**src/rtl/alu_share_ctrl.sv**
```systemverilog
`default_nettype none
// +--------------------------------------------------------------------------+
// | alu_share_ctrl : round-robin sequencer sharing one 32-bit ALU between    |
// |                  two requesters, with held response and HI/LO registers. |
// | Revision 1.0                                                             |
// +--------------------------------------------------------------------------+
module alu_share_ctrl #(
  parameter int unsigned EXEC_CYCLES = 1,
  parameter logic [3:0]  MUL_OP      = 4'd3,
  parameter logic [3:0]  DIV_OP      = 4'd4
) (
  input  logic        clk,
  input  logic        rst,
  input  logic        req0_valid,
  input  logic        req1_valid,
  output logic        req0_ready,
  output logic        req1_ready,
  input  logic [3:0]  req0_s,
  input  logic [3:0]  req1_s,
  input  logic [31:0] req0_x,
  input  logic [31:0] req0_y,
  input  logic [31:0] req1_x,
  input  logic [31:0] req1_y,
  output logic        resp_valid,
  input  logic        resp_ready,
  output logic        resp_id,
  output logic [31:0] resp_result,
  output logic [31:0] resp_result2,
  output logic        resp_equal,
  output logic        resp_overflow,
  output logic        resp_uof,
  output logic [3:0]  alu_s,
  output logic [31:0] alu_x,
  output logic [31:0] alu_y,
  input  logic [31:0] alu_result,
  input  logic [31:0] alu_result2,
  input  logic        alu_equal,
  input  logic        alu_overflow,
  input  logic        alu_uof,
  output logic [31:0] hi,
  output logic [31:0] lo,
  output logic        busy
);

  localparam logic [3:0] EXEC_LOAD = 4'(EXEC_CYCLES - 1);

  typedef enum logic [1:0] {
    IDLE = 2'd0,
    EXEC = 2'd1,
    RESP = 2'd2
  } state_t;

  state_t      state_q, state_d;
  logic        last_grant_q, last_grant_d;
  logic        id_q, id_d;
  logic [3:0]  cnt_q, cnt_d;
  logic [3:0]  alu_s_q, alu_s_d;
  logic [31:0] alu_x_q, alu_x_d;
  logic [31:0] alu_y_q, alu_y_d;
  logic        resp_valid_q, resp_valid_d;
  logic        resp_id_q, resp_id_d;
  logic [31:0] resp_result_q, resp_result_d;
  logic [31:0] resp_result2_q, resp_result2_d;
  logic        resp_equal_q, resp_equal_d;
  logic        resp_overflow_q, resp_overflow_d;
  logic        resp_uof_q, resp_uof_d;
  logic [31:0] hi_q, hi_d;
  logic [31:0] lo_q, lo_d;

  logic grant_valid;
  logic grant_id;

  // On contention the requester that did not win last time is served.
  always_comb begin
    grant_valid = req0_valid | req1_valid;
    grant_id    = (req0_valid & req1_valid) ? ~last_grant_q : req1_valid;
  end

  assign req0_ready = (state_q == IDLE) & grant_valid & ~grant_id;
  assign req1_ready = (state_q == IDLE) & grant_valid & grant_id;

  always_comb begin
    state_d         = state_q;
    last_grant_d    = last_grant_q;
    id_d            = id_q;
    cnt_d           = cnt_q;
    alu_s_d         = alu_s_q;
    alu_x_d         = alu_x_q;
    alu_y_d         = alu_y_q;
    resp_valid_d    = resp_valid_q;
    resp_id_d       = resp_id_q;
    resp_result_d   = resp_result_q;
    resp_result2_d  = resp_result2_q;
    resp_equal_d    = resp_equal_q;
    resp_overflow_d = resp_overflow_q;
    resp_uof_d      = resp_uof_q;
    hi_d            = hi_q;
    lo_d            = lo_q;

    case (state_q)
      IDLE: begin
        if (grant_valid) begin
          state_d      = EXEC;
          id_d         = grant_id;
          last_grant_d = grant_id;
          cnt_d        = EXEC_LOAD;
          alu_s_d      = grant_id ? req1_s : req0_s;
          alu_x_d      = grant_id ? req1_x : req0_x;
          alu_y_d      = grant_id ? req1_y : req0_y;
        end
      end
      EXEC: begin
        if (cnt_q == 4'd0) begin
          state_d         = RESP;
          resp_valid_d    = 1'b1;
          resp_id_d       = id_q;
          resp_result_d   = alu_result;
          resp_result2_d  = alu_result2;
          resp_equal_d    = alu_equal;
          resp_overflow_d = alu_overflow;
          resp_uof_d      = alu_uof;
          if ((alu_s_q == MUL_OP) || (alu_s_q == DIV_OP)) begin
            lo_d = alu_result;
            hi_d = alu_result2;
          end
        end else begin
          cnt_d = cnt_q - 4'd1;
        end
      end
      RESP: begin
        // Response is released here; a new grant waits for the IDLE cycle.
        if (resp_ready) begin
          resp_valid_d = 1'b0;
          state_d      = IDLE;
        end
      end
      default: state_d = IDLE;
    endcase
  end

  always_ff @(posedge clk) begin
    if (rst) begin
      state_q         <= IDLE;
      last_grant_q    <= 1'b1;
      id_q            <= 1'b0;
      cnt_q           <= 4'd0;
      alu_s_q         <= 4'd0;
      alu_x_q         <= 32'd0;
      alu_y_q         <= 32'd0;
      resp_valid_q    <= 1'b0;
      resp_id_q       <= 1'b0;
      resp_result_q   <= 32'd0;
      resp_result2_q  <= 32'd0;
      resp_equal_q    <= 1'b0;
      resp_overflow_q <= 1'b0;
      resp_uof_q      <= 1'b0;
      hi_q            <= 32'd0;
      lo_q            <= 32'd0;
    end else begin
      state_q         <= state_d;
      last_grant_q    <= last_grant_d;
      id_q            <= id_d;
      cnt_q           <= cnt_d;
      alu_s_q         <= alu_s_d;
      alu_x_q         <= alu_x_d;
      alu_y_q         <= alu_y_d;
      resp_valid_q    <= resp_valid_d;
      resp_id_q       <= resp_id_d;
      resp_result_q   <= resp_result_d;
      resp_result2_q  <= resp_result2_d;
      resp_equal_q    <= resp_equal_d;
      resp_overflow_q <= resp_overflow_d;
      resp_uof_q      <= resp_uof_d;
      hi_q            <= hi_d;
      lo_q            <= lo_d;
    end
  end

  assign resp_valid    = resp_valid_q;
  assign resp_id       = resp_id_q;
  assign resp_result   = resp_result_q;
  assign resp_result2  = resp_result2_q;
  assign resp_equal    = resp_equal_q;
  assign resp_overflow = resp_overflow_q;
  assign resp_uof      = resp_uof_q;
  assign alu_s         = alu_s_q;
  assign alu_x         = alu_x_q;
  assign alu_y         = alu_y_q;
  assign hi            = hi_q;
  assign lo            = lo_q;
  assign busy          = (state_q != IDLE);

endmodule
`default_nettype wire
```
**config.mk**
```make
export PLATFORM = sky130hd
export DESIGN_NAME = alu_share_ctrl
export DESIGN_NICKNAME = d
export VERILOG_FILES = /design/src/rtl/alu_share_ctrl.sv
export SDC_FILE = /design/constraint.sdc
export NUM_CORES = 1
export LEC_CHECK = 0
export ABC_AREA = 1
export BUFFER_PORTS_ARGS = -buffer_cell sky130_fd_sc_hd__buf_2
export CORE_MARGIN = 2
export CORE_UTILIZATION = 32
export CTS_CLUSTER_SIZE = 16
export DETAILED_ROUTE_END_ITERATION = 16
export GPL_TIMING_DRIVEN = 0
export SETUP_SLACK_MARGIN = 0.05
export SYNTH_ARGS = -nofsm -noshare
export SYNTH_HDL_FRONTEND = slang
export SYNTH_SLANG_ARGS = --single-unit
```
**constraint.sdc**
```tcl
create_clock -name clk -period 1.3 [get_ports clk]
set_input_delay 0.195 -clock clk [delete_from_list [all_inputs] [get_ports clk]]
set_output_delay 0.195 -clock clk [all_outputs]
set_load 0.05 [all_outputs]
```
# [Yosys cells after proc, flatten, opt, wreduce, memory -nomap -nowiden]
# Index checks and enable logic that the tools add are counted.
[classes] n_addsub=1 n_eq_ne=8 mux=14 bitwise_logic=7 n_reduce_logical=12
[ops] op="two-way mux 32 bit" count=2
[ops] op="two-way mux 4 bit" count=3
[ops] op="AND reduction 3 bit" count=4
[ops] op="!= test 2 bit, second input constant" count=4
[ops] op="case mux 4 bit (2 select lines)" count=1
[ops] op="two-way mux 2 bit" count=3
[ops] op="case mux 2 bit (3 select lines)" count=1
[ops] op="nonzero test 2 bit" count=3
[ops] op="bitwise AND 1 bit" count=4
[ops] op="== test 4 x 2 -> 1 bit, second input constant" count=1
[ops] op="== test 4 x 3 -> 1 bit, second input constant" count=1
[ops] op="logical NOT 4 bit" count=1
[ops] op="AND reduction 2 bit" count=2
[ops] op="subtractor 4 x 1 -> 4 bit, second input constant" count=1
[ops] op="two-way mux 1 bit" count=3
[ops] op="== test 2 x 1 -> 1 bit, second input constant" count=1
[ops] op="== test 2 bit, second input constant" count=1
[ops] op="logical NOT 2 bit" count=1
[ops] op="NOT 1 bit" count=2
[ops] op="case mux 1 bit (2 select lines)" count=1
[ops] op="logical OR 1 bit" count=1
[ops] op="bitwise OR 1 bit" count=1
[word_totals] ff_bits=209 input_bits=208 output_inout_bits=204 word_cells=58

# [Logic depth before layout (Yosys ltp)]
# Gate-level depths: netlist of the first run.
[depth] ltp_word=4 mapped_depth=9 depth_no_buf=8

# [Worst setup path after synthesis of the first run]
# OpenSTA, ideal clock, no wires.
[synth_timing] kind="register -> register" from="reg state_q[1]" to="reg alu_y_q[10] (netlist: alu_y[10])" t_arrival_ns=1.535 path_slack_ns=-0.298 path_stages_with_launch=7 cell_sequence="dfxtp_1 -> nor2_2 -> inv_1 -> nor2_4 -> buf_2 -> nand3_1 -> nand3_1"
[synth_via] elab_chain_len=2
[synth_lines] item="start: declaration" line="53" source="state_t state_q, state_d;"
[synth_lines] item="start signal: assignment" line="160" source="state_q <= state_d;"
[synth_lines] item="logical NOT 2 bit" line="100" source="case (state_q)"
[synth_lines] item="AND reduction 2 bit (no line)"
[synth_lines] item="end signal: assignment" line="166" source="alu_y_q <= alu_y_d;"
[synth_lines] item="end: declaration" line="59" source="logic [31:0] alu_y_q, alu_y_d;"
# No other way between the ends.
# A chain may end at the register's enable or synchronous reset.

# [Worst setup path after layout of the first run]
[layout_timing] from="reg state_q[0]" to="out req1_ready"
[layout_via] elab_chain_len=3
[layout_lines] item="logical NOT 2 bit" line="80" source="assign req1_ready = (state_q == IDLE) & grant_valid & grant_id;"
[layout_lines] item="bitwise AND 1 bit (2 in series)" line="80"
[layout_lines] item="end: declaration" line="17" source="output logic req1_ready,"
# No other way between the ends.

==> results of run 1 <==
worst max path at each step:
stage / startpoint / end / slack, ps / cells after the start
floorplan: state_q[0]$_SDFFE_PP0P_ / alu_y[10]$_SDFFE_PP0P_ / -90 / 6
global placement: rst / alu_y[22]$_SDFFE_PP0P_ / -520 / 6
detailed placement: rst / alu_y[22]$_SDFFE_PP0P_ / -470 / 6
CTS: state_q[1]$_SDFFE_PP0P_ / req1_ready / -480 / 5
global route: state_q[1]$_SDFFE_PP0P_ / req1_ready / -520 / 5
finish: state_q[0]$_SDFFE_PP0P_ / req1_ready / -460 / 5
flip-flops by register name, indices dropped and copies added (netlist names):
signal and count:
state_q 2, alu_s 4, alu_x 32, resp_uof 1, resp_result2 32, id_q 1, resp_equal 1, resp_valid 1
hi 32, resp_result 32, resp_id 1, cnt_q 4, alu_y 32, lo 32, resp_overflow 1, last_grant_q 1
power by group through the flow:
| stage | clock network, mW | registers, mW | logic (mW) |
|---|---|---|---|
| CTS | 7.76 | 8.14 | 14.7 |
| global route | 8.03 | 8.74 | 17.2 |
| finish | 7.65 | 8.63 | 16.6 |
| floorplan | 0 | 12.0 | 3.37 |
| global placement | 0 | 8.24 | 9.80 |
| detailed placement | 0 | 8.25 | 9.85 |
final cells by class:
class / count / area (µm²) / share of cell area, %
antenna: 1 / 2.50 / 0.0145
buffer: 79 / 795 / 4.59
clock buffer: 32 / 682 / 3.94
clock inverter: 9 / 198 / 1.14
inverter: 80 / 338 / 1.95
multi-input combinational: 813 / 4540 / 26.2
sequential: 209 / 4380 / 25.3
tap: 341 / 427 / 2.46
timing repair buffer: 656 / 5940 / 34.3
timing repair inverter: 1 / 8.76 / 0.0506
metal layers:
metal	track usage (%)	wire, µm
met4	10.4	1810
met1	30.0	15600
met5	0	0
met2	43.6	20400
met3	3.90	2590
what timing repair did:
| action | CTS | global route |
|---|---|---|
| hold endpoints to repair | 103 | 0 |
| pin swaps | 69 | 132 |
| gates cloned | 27 | 15 |
| hold buffers | 130 | 0 |
| setup endpoints to repair | 402 | 411 |
| setup buffers | 58 | 39 |
| gates resized for setup | 200 | 819 |
cell families (layout without fill, tap and decap cells):
logic type,after synthesis,in the layout
adder cells (fa/ha/maj),2,2
flip-flops,209,209
AND/OR/NAND/NOR,628,629
other,0,1
buffers and inverters,169,857
AO/OA/AOI/OAI,181,181
XOR/XNOR,1,1
tightest hold or removal path, cell delays in order:
cell and delay [ps]:
buf_2 100, nand2_2 50, nand2_1 40, nand2_1 60
a21oi_1 50
placed cells by master (no fill, tap or decap), types with 5 or more instances in the layout:
| cell type | n |
|---|---|
| a21oi_1 | 57 |
| a21oi_2 | 48 |
| buf_12 | 31 |
| buf_16 | 7 |
| buf_2 | 310 |
| buf_4 | 40 |
| buf_6 | 132 |
| buf_8 | 61 |
| bufinv_16 | 6 |
| clkbuf_1 | 14 |
| clkbuf_16 | 38 |
| dfxtp_1 | 91 |
| dfxtp_2 | 100 |
| dfxtp_4 | 18 |
| dlygate4sd3_1 | 130 |
| inv_1 | 70 |
| inv_2 | 5 |
| nand2_1 | 254 |
| nand2_2 | 45 |
| nand2_4 | 31 |
| nand3_1 | 78 |
| nand4_1 | 64 |
| nor2_1 | 121 |
| nor2_2 | 18 |
| nor2_4 | 10 |
| o21ai_0 | 15 |
| o21ai_1 | 15 |
| o21ai_2 | 33 |
| o21ai_4 | 7 |
synth_stat cells, drive strengths merged:
| library cell | number |
|---|---|
| nand2 | 331 |
| dfxtp | 209 |
| nor2 | 149 |
| a21oi | 109 |
| nand3 | 83 |
| buf | 79 |
| inv | 79 |
| o21ai | 70 |
| nand4 | 64 |
| clkbuf | 10 |
| ha | 2 |
| o211ai | 2 |
| clkinv | 1 |
| nor3 | 1 |
| xor2 | 1 |
==> flow_summary_export.csv, run 1 <==
group,metric,value,unit
critical_path,critPathMaxFanout,2,
critical_path,critPathMaxStageDelay,340,ps
sta,grt_setup_unrepaired,"yes",
sta,setup_viol,247,
synth,ys_ff_latch,209,
sta,period_needed,1760,ps
sta,fin_crit_sh,135,%
pwr,p_seq_share,26.3,%
placed_design,gp_congestion,0.863,
pwr,power_frac_clock,23.3,%
die,start_util,32.3,%
clock_network,cts_tree,"done",
min_path,min_from,"req0_y[23]",
critical_path,cp_cell_sequence,"nor2_4 > clkinvlp_4 > nor2_4 > buf_12 > buf_12",
global_route,antenna_found_initial,0,
placed_design,place_hpwl,23500,µm
clock_network,numCtsBuffers,24,
synth,synth_top_area_cell,"dfxtp_1",
die,coreArea,26700,µm²
critical_path,cp_top_family,"buffers and inverters",
sta,worst_clock_skew,16.2,ps
clock_network,cts.path.max_buffers,3,
min_path,min_to,"alu_y[23]$_SDFFE_PP0P_",
run_status,violations,"setup timing",
die,die_h,168,µm
clock_network,clk_latency,520,ps
critical_path,end_kind,"primary output",
synth,synth_top_family_by_area,"simple AND/OR/NAND/NOR gates",
critical_path,worstPathRequired,1110,ps
synth,yosys.area_share.simple,31.1,%
global_route,grt.overflow.total,0,
global_route,grt_pass1_wl,56100,µm
pwr,swShare,40.3,%
clock_network,clk_pin_slew,60,ps
critical_path,reg2reg_depth,12,
sta,worstMarginPinSlew,828,ps
sta,hold_viol,0,
layout,final_core_util,64.8,%
pwr,powerDensity,1900,nW/µm²
critical_path,slowest_stage,"dfxtp_2",
die,ioPinCount,412,
synth,synthTopCellsByArea,"dfxtp_1, nand2_1, a21oi_1, nor2_1, nand3_1",
pwr,power.leakage,8.31,nW
synth,synth_area_per_cell,7.25,µm²
pwr,p_int,19.6,mW
layout,drive_above_1_share,51.4,%
synth,synth_top_area_share,48.5,%
global_route,track_usage,24.7,%
critical_path,r2r-start,"cnt_q[0]$_SDFFE_PP0P_",
global_route,grt_pass1_vias,10600,
pwr,combPwrFrac,50.5,%
placed_design,place_area,11200,µm²
synth,synth_area,8630,µm²
critical_path,r2r-end,"hi[18]$_SDFFE_PP0P_",
sta,slew_viol_final,0,
layout,areaGrowthSynthToFinish,101,%
critical_path,cp_num_buf_inv,3,
synth,seq_area_frac_synth,48.5,%
synth,yosysWarningCount,0,
layout,fin_nets,2074,
synth,synth_compound_area_share,10.7,%
sta,whs,18.5,ps
pwr,irDropWorstVdd,1.05,mV
placed_design,dp.cells,1941,
sta,timing.final.ws_setup,-456,ps
clock_network,clock_sinks,209,
route,drtIter0Drc,690,
route,ant_nets,0,
die,rows,60,
run_status,status,"finished with violations",
pwr,power_switching,13.2,mW
sta,fin_tns_setup,-39740,ps
die,die-area,28300,µm²
critical_path,startpoint_type,"flip-flop",
synth,synth_cell_type_count,26,
route,vias,11200,
layout,fin_cells,2221,
synth,synthCells,1190,
layout,final_cell_area,17300,µm²
pwr,fin_total_pwr,32.8,mW
critical_path,ff2ff_setup_slack,-410,ps
synth,synth_fa_ha_area_share,0.290,%
min_path,worstHoldPathType,"input port to flip-flop",
route,drt_first_pass_iters,5,
clock_network,htreeDepth,1,
synth,synth_mux_area_share,0,%
clock_network,cts_root_buf,"clkbuf_16",
critical_path,worstSetupPathType,"flip-flop to primary output",
layout,nFillCells,2074,
job,cap_viol_max_count,0,
synth,synth_fp_nets,1400,
route,routed_wl,40300,µm
route,routed_via_density,5.04,
global_route,grt_max_degree,14,
die,die_width,168,µm
route,wl_per_cell,18.2,µm
critical_path,arrival,1560,ps
placed_design,pre_cts_ws,-474,ps
placed_design,port_buffers,410,
sta,max_freq,569,MHz
synth,synth-xor-area-share,0.102,%
sta,slew_headroom,44.8,%
route,drcViolationCount,0,
min_path,hold_depth,5,
No activity file was read; power rests on OpenSTA's default activity.
==> run 2, diff against run 1 <==
Settings changed: ABC_AREA 1 to unset.
Clock period 1.3 ns to 2.2 ns, I/O delays scaled along.
==> flow_summary_export.csv, run 2 <==
group,metric,value,unit
die,start_util,32.3,%
critical_path,r2r-start,"cnt_q[0]$_SDFFE_PP0P_",
synth,synth_common_cells,"dfxtp_1, nand3_1, nand2b_1",
layout,areaGrowthSynthToFinish,40.3,%
layout,final_common_cell,"buf_2",
min_path,hold_depth,2,
synth,ys.flop_type,"dfxtp_1",
run_status,status,"finished clean",
global_route,antenna_found_initial,1,
clock_network,clk_latency,530,ps
global_route,track_usage,22.2,%
route,routed_via_density,5.04,
layout,layout_common_cells,"buf_2, dfxtp_1, nand3_1, nand2b_1, o21ai_0",
sta,whs,41.7,ps
critical_path,r2r-end,"lo[19]$_SDFFE_PP0P_",
synth,synth_area_per_cell,9.16,µm²
pwr,irDropWorstVdd,0.496,mV
synth,synth_cell_type_count,37,
synth,synth_edf_count,0,
min_path,min_to,"alu_y[18]$_SDFFE_PP0P_",
global_route,grt_pass1_wl,50700,µm
route,drcViolationCount,0,
clock_network,clk_pin_slew,60,ps
clock_network,htreeDepth,1,
pwr,powerDensity,883,nW/µm²
clock_network,numCtsBuffers,24,
sta,worst_clock_skew,28.8,ps
min_path,worstHoldPathType,"input port to flip-flop",
die,ioPinCount,412,
synth,ys_ff_latch,209,
placed_design,place_area,11400,µm²
global_route,grt.overflow.total,0,
route,drtIter0Drc,654,
job,cap_viol_max_count,0,
synth,synth_most_common_cell,"dfxtp_1",
synth,synth_top_area_cell,"dfxtp_1",
route,routed_wl,34200,µm
critical_path,critPathMaxFanout,19,
die,coreArea,27600,µm²
route,vias,9110,
layout,drive_above_1_share,34.5,%
clock_network,cts_hold_buf,0,
placed_design,place_hpwl,25400,µm
global_route,grt_max_degree,20,
critical_path,reg2reg_depth,9,
die,rows,61,
critical_path,ff2ff_setup_slack,140,ps
sta,hold_viol,0,
placed_design,port_buffers,411,
sta,setup_viol,0,
synth,seq_area_frac_synth,47.0,%
route,wl_per_cell,18.9,µm
synth,synthCells,971,
sta,max_freq,478,MHz
synth,yosysWarningCount,0,
critical_path,worstSetupPathType,"flip-flop to primary output",
die,die-area,29100,µm²
pwr,power.leakage,5.29,nW
clock_network,cts.path.max_buffers,3,
synth,synth_area,8890,µm²
die,die_width,171,µm
sta,grt_setup_unrepaired,"yes",
synth,synthTopCellsByArea,"dfxtp_1, nand2b_1, nand3_1, mux2i_1, o21ai_0",
layout,final_cell_area,12500,µm²
route,ant_nets,0,
layout,nFillCells,2726,
placed_design,gp_congestion,0.898,
critical_path,worstPathRequired,1870,ps
clock_network,cts_root_buf,"clkbuf_16",
layout,final_core_util,45.3,%
route,drt_first_pass_iters,5,
sta,period_needed,2090,ps
critical_path,arrival,1760,ps
critical_path,end_kind,"primary output",
clock_network,cts_tree,"done",
pwr,fin_total_pwr,11.0,mW
global_route,grt_pass1_vias,8894,
synth,async_reset_ff_share,0,%
die,die_h,171,µm
min_path,min_from,"req0_y[18]",
clock_network,clock_sinks,209,
layout,fin_nets,1621,
sta,slew_headroom,47.7,%
sta,worstMarginPinSlew,785,ps
sta,slew_viol_final,0,
synth,synth_fp_nets,1181,
critical_path,startpoint_type,"flip-flop",
sta,fin_crit_sh,95.1,%
synth,synth_top_area_share,47.0,%
run 2: cell types whose count changed after synthesis, sizes merged, moves of 32 or more:
cell / delta
nor2: -147
a221o: +32
nor4b: +32
inv: -76
mux2i: +64
a31oi: +36
nand3: +58
nand2: -327
a21oi: -34
nand2b: +130
clkbuf: +84
buf: -65
o21ai: +36
nand4: -64
run 2: how the worst max path moves through the flow:
stage,start,to,cells after the start
final,state_q[1]$_SDFFE_PP0P_,req0_ready,4
after global routing,state_q[1]$_SDFFE_PP0P_,req0_ready,4
after CTS,state_q[0]$_SDFFE_PP0P_,req0_ready,4
after detailed placement,rst,state_q[1]$_SDFFE_PP0P_,5
after global placement,rst,resp_result[31]$_SDFFE_PP0P_,5
after floorplan,state_q[1]$_SDFFE_PP0P_,req1_ready,4
run 2: power breakdown:
group | switching, mW | total [mW] | leakage (nW) | internal [mW]
clock | 1.64 | 4.28 | 0.408 | 2.64
sequential | 0.154 | 4.21 | 1.71 | 4.06
combinational | 1.80 | 2.53 | 3.18 | 0.729
total | 3.59 | 11.0 | 5.29 | 7.43
run 2: through the flow:
step           setup slack [ps]  setup TNS, ps  cells
5_1_grt                    7.70              0   1806
3_5_place_dp               -433         -28790   1760
6_report                    108              0   1806
3_3_place_gp               -428         -25880   1760
4_1_cts                   -15.7          -15.7   1800
2_1_floorplan               115              0    971
run 2: repair_timing:
item,4_1_cts,5_1_grt
cloned,0,4
endpoints found under the hold margin,0,0
resized for setup,23,16
setup endpoints to repair,62,69
pin swaps,0,2
buffers inserted,2,2
run 2: cell families (layout without fill, tap and decap cells):
family | Yosys count | count (layout) | share of synthesized area [%]
buffers and inverters | 111 | 567 | 6.09
adders and majority gates | 2 | 2 | 0.281
other | 0 | 1 | 0
muxes | 64 | 64 | 7.20
and+or+nand+nor | 329 | 329 | 22.2
DFF | 209 | 209 | 47.0
AOI/OAI and AO/OA | 256 | 256 | 17.2
run 2: cell type report:
cell class | instances | area (µm²) | area share [%]
clock inverters | 9 | 161 | 1.29
multi-input cells | 651 | 4190 | 33.6
diodes | 1 | 2.50 | 0.0201
clock buffers | 33 | 684 | 5.49
flip-flops and latches | 209 | 4190 | 33.6
inverters | 3 | 11.3 | 0.0903
well taps | 378 | 473 | 3.79
plain buffers | 103 | 562 | 4.50
repair buffers | 419 | 2200 | 17.7
run 2: critical path, stage by stage, from the launching register on:
cell and delay, ps:
dfxtp_2 360, nor3b_2 250, clkbuf_8 250, and2_1 150, clkbuf_4 220
run 2: metal layers:
layer	routed length, µm	global-route usage [%]
met5	0	0
met4	1110	7.80
met1	14400	28.1
met2	16200	37.7
met3	2470	4.30
==> run 3, diff against run 2 <==
Settings changed: CORE_UTILIZATION 32 to 35.
==> flow_summary_export.csv, run 3 (synthesis results as in run 2) <==
group,metric,value,unit
run_status,status,"finished clean",
layout,areaGrowthSynthToFinish,39.5,%
critical_path,arrival,2490,ps
critical_path,reg2reg_depth,9,
critical_path,slowest_stage,"or3b_1",
pwr,irDropWorstVdd,0.415,mV
min_path,min_to,"alu_y[25]$_SDFFE_PP0P_",
critical_path,r2r-end,"lo[15]$_SDFFE_PP0P_",
layout,fin_nets,1628,
pwr,power_switching,3.53,mW
clock_network,cts_root_buf,"clkbuf_16",
sta,setup_viol,0,
global_route,grt_max_degree,20,
critical_path,worstSetupPathType,"flip-flop to flip-flop",
sta,worst_clock_skew,7.75,ps
pwr,power_frac_clock,36.3,%
sta,timing.final.ws_setup,133,ps
critical_path,critPathMaxStageDelay,350,ps
route,drcViolationCount,0,
route,vias,9250,
job,cap_viol_max_count,0,
critical_path,end_kind,"flip-flop",
min_path,min_from,"req0_y[25]",
min_path,hold_depth,2,
pwr,swShare,33.3,%
placed_design,place_hpwl,25400,µm
die,rows,58,
route,wl_per_cell,19.5,µm
die,start_util,35.5,%
sta,slew_headroom,43.7,%
clock_network,clk_pin_slew,60,ps
global_route,grt_pass1_vias,8999,
layout,layout_common_cells,"buf_2, dfxtp_1, nand3_1, nand2b_1, o21ai_0",
sta,slew_viol_final,0,
sta,period_needed,2070,ps
critical_path,cp_num_buf_inv,5,
min_path,worstHoldPathType,"input port to flip-flop",
die,die-area,26700,µm²
clock_network,numCtsBuffers,24,
clock_network,clk_latency,510,ps
critical_path,crit_start,"cnt_q[1]$_SDFFE_PP0P_",
layout,final_common_cell,"buf_2",
placed_design,dp.cells,1712,
pwr,power.leakage,5.30,nW
placed_design,port_buffers,411,
layout,fin_cells,1766,
critical_path,ff2ff_setup_slack,130,ps
die,ioPinCount,412,
route,drtIter0Drc,522,
critical_path,critPathMaxFanout,5,
placed_design,gp_congestion,0.879,
critical_path,cp_cell_sequence,"inv_1 > ha_2 > or3b_1 > buf_6 > a2111oi_4 > buf_4 > clkbuf_16 > buf_12 > mux2i_1",
sta,grt_setup_unrepaired,"no",
clock_network,cts.path.max_buffers,3,
clock_network,cts_tree,"done",
global_route,track_usage,24.1,%
sta,worstMarginPinSlew,845,ps
die,die_width,163,µm
critical_path,worstPathRequired,2630,ps
clock_network,clock_sinks,209,
critical_path,cp_top_family,"buffers and inverters",
layout,drive_above_1_share,34.4,%
sta,max_freq,484,MHz
clock_network,cts_hold_buf,0,
die,die_h,163,µm
pwr,combPwrFrac,24.0,%
global_route,grt_pass1_wl,50600,µm
route,drt_first_pass_iters,4,
pwr,p_seq_share,39.8,%
route,ant_nets,0,
placed_design,pre_cts_ws,-367,ps
pwr,p_int,7.07,mW
pwr,powerDensity,854,nW/µm²
route,routed_via_density,5.24,
clock_network,htreeDepth,1,
sta,hold_viol,0,
global_route,grt.overflow.total,0,
critical_path,startpoint_type,"flip-flop",
die,coreArea,25000,µm²
critical_path,r2r-start,"cnt_q[1]$_SDFFE_PP0P_",
global_route,antenna_found_initial,3,
route,routed_wl,34400,µm
sta,fin_crit_sh,94.0,%
==> run 3: changes by cell type in the layout (fill, tap and decap cells not counted), sizes merged <==
cell and delta:
bufinv -4, clkinv -3, diode +2, clkinvlp -2, clkbuf +10, buf +5
==> run 3: layout make-up <==
type	count	area, µm²
inverters	3	11.3
multi-input cells	651	4190
fillers	2510	12600
clock buffers	41	746
flip-flops and latches	209	4190
plain buffers	102	534
well taps	330	413
diodes	3	7.51
repair buffers	427	2310
==> run 3: power by group through the flow <==
| stage | Clock [mW] | Combinational (mW) | Sequential [mW] |
|---|---|---|---|
| 2_1_floorplan | 0 | 0.789 | 5.17 |
| 3_3_place_gp | 0 | 2.47 | 4.28 |
| 3_5_place_dp | 0 | 2.48 | 4.29 |
| 4_1_cts | 3.92 | 2.51 | 4.21 |
| 5_1_grt | 4.06 | 2.70 | 4.24 |
| 6_report | 3.84 | 2.54 | 4.21 |
==> run 3: metrics by stage <==
| step | instance area, µm² | hold WS (ps) | setup TNS, ps | utilization [%] | power [mW] |
|---|---|---|---|---|---|
| 2_1_floorplan | 8890 | 426 | 0 | - | 5.96 |
| 5_1_grt | 12400 | 24.6 | 0 | 49.5 | 11.0 |
| 4_1_cts | 12200 | 13.4 | 0 | 48.6 | 10.6 |
| 3_3_place_gp | 11400 | 452 | -19720 | 45.4 | 6.75 |
| 6_report | 12400 | 41.0 | 0 | 49.5 | 10.6 |
| 3_5_place_dp | 11400 | 458 | -22460 | 45.4 | 6.77 |
==> run 3: repair_timing <==
item                                    in CTS  in global routing
cloned                                       0                  7
endpoints found under the setup margin      76                 91
gates resized for setup                     21                 15
setup buffers                                2                  7
pin swaps                                    1                  1
==> run 3: worst reg2reg max path: stages, from the launching register on <==
cell       delay, ps
dfxtp_1          320
inv_1             80
ha_2             170
or3b_1           350
buf_6            140
a2111oi_4        170
buf_4            220
clkbuf_16        190
buf_12           130
mux2i_1          220
==> run 3: per-layer routing <==
metal,track usage (%),vias to the layer above,wire (µm),part of all wire [%]
met1,30.4,4421,14500,42
met4,7.76,0,860,2.5
met3,4.77,58,2420,7.0
met5,0,-,0,0
li1,-,4410,-,-
met2,41.1,361,16600,48
==> run 3: worst max-delay path by stage <==
stage	slack, ps	cells after the start	to
final	130	9	lo[15]$_SDFFE_PP0P_
after global routing	30	9	lo[15]$_SDFFE_PP0P_
after global placement	-340	5	resp_valid$_SDFFE_PP0P_
after CTS	50	4	req1_ready
after detailed placement	-370	5	resp_result2[2]$_SDFFE_PP0P_
after floorplan	110	4	req1_ready
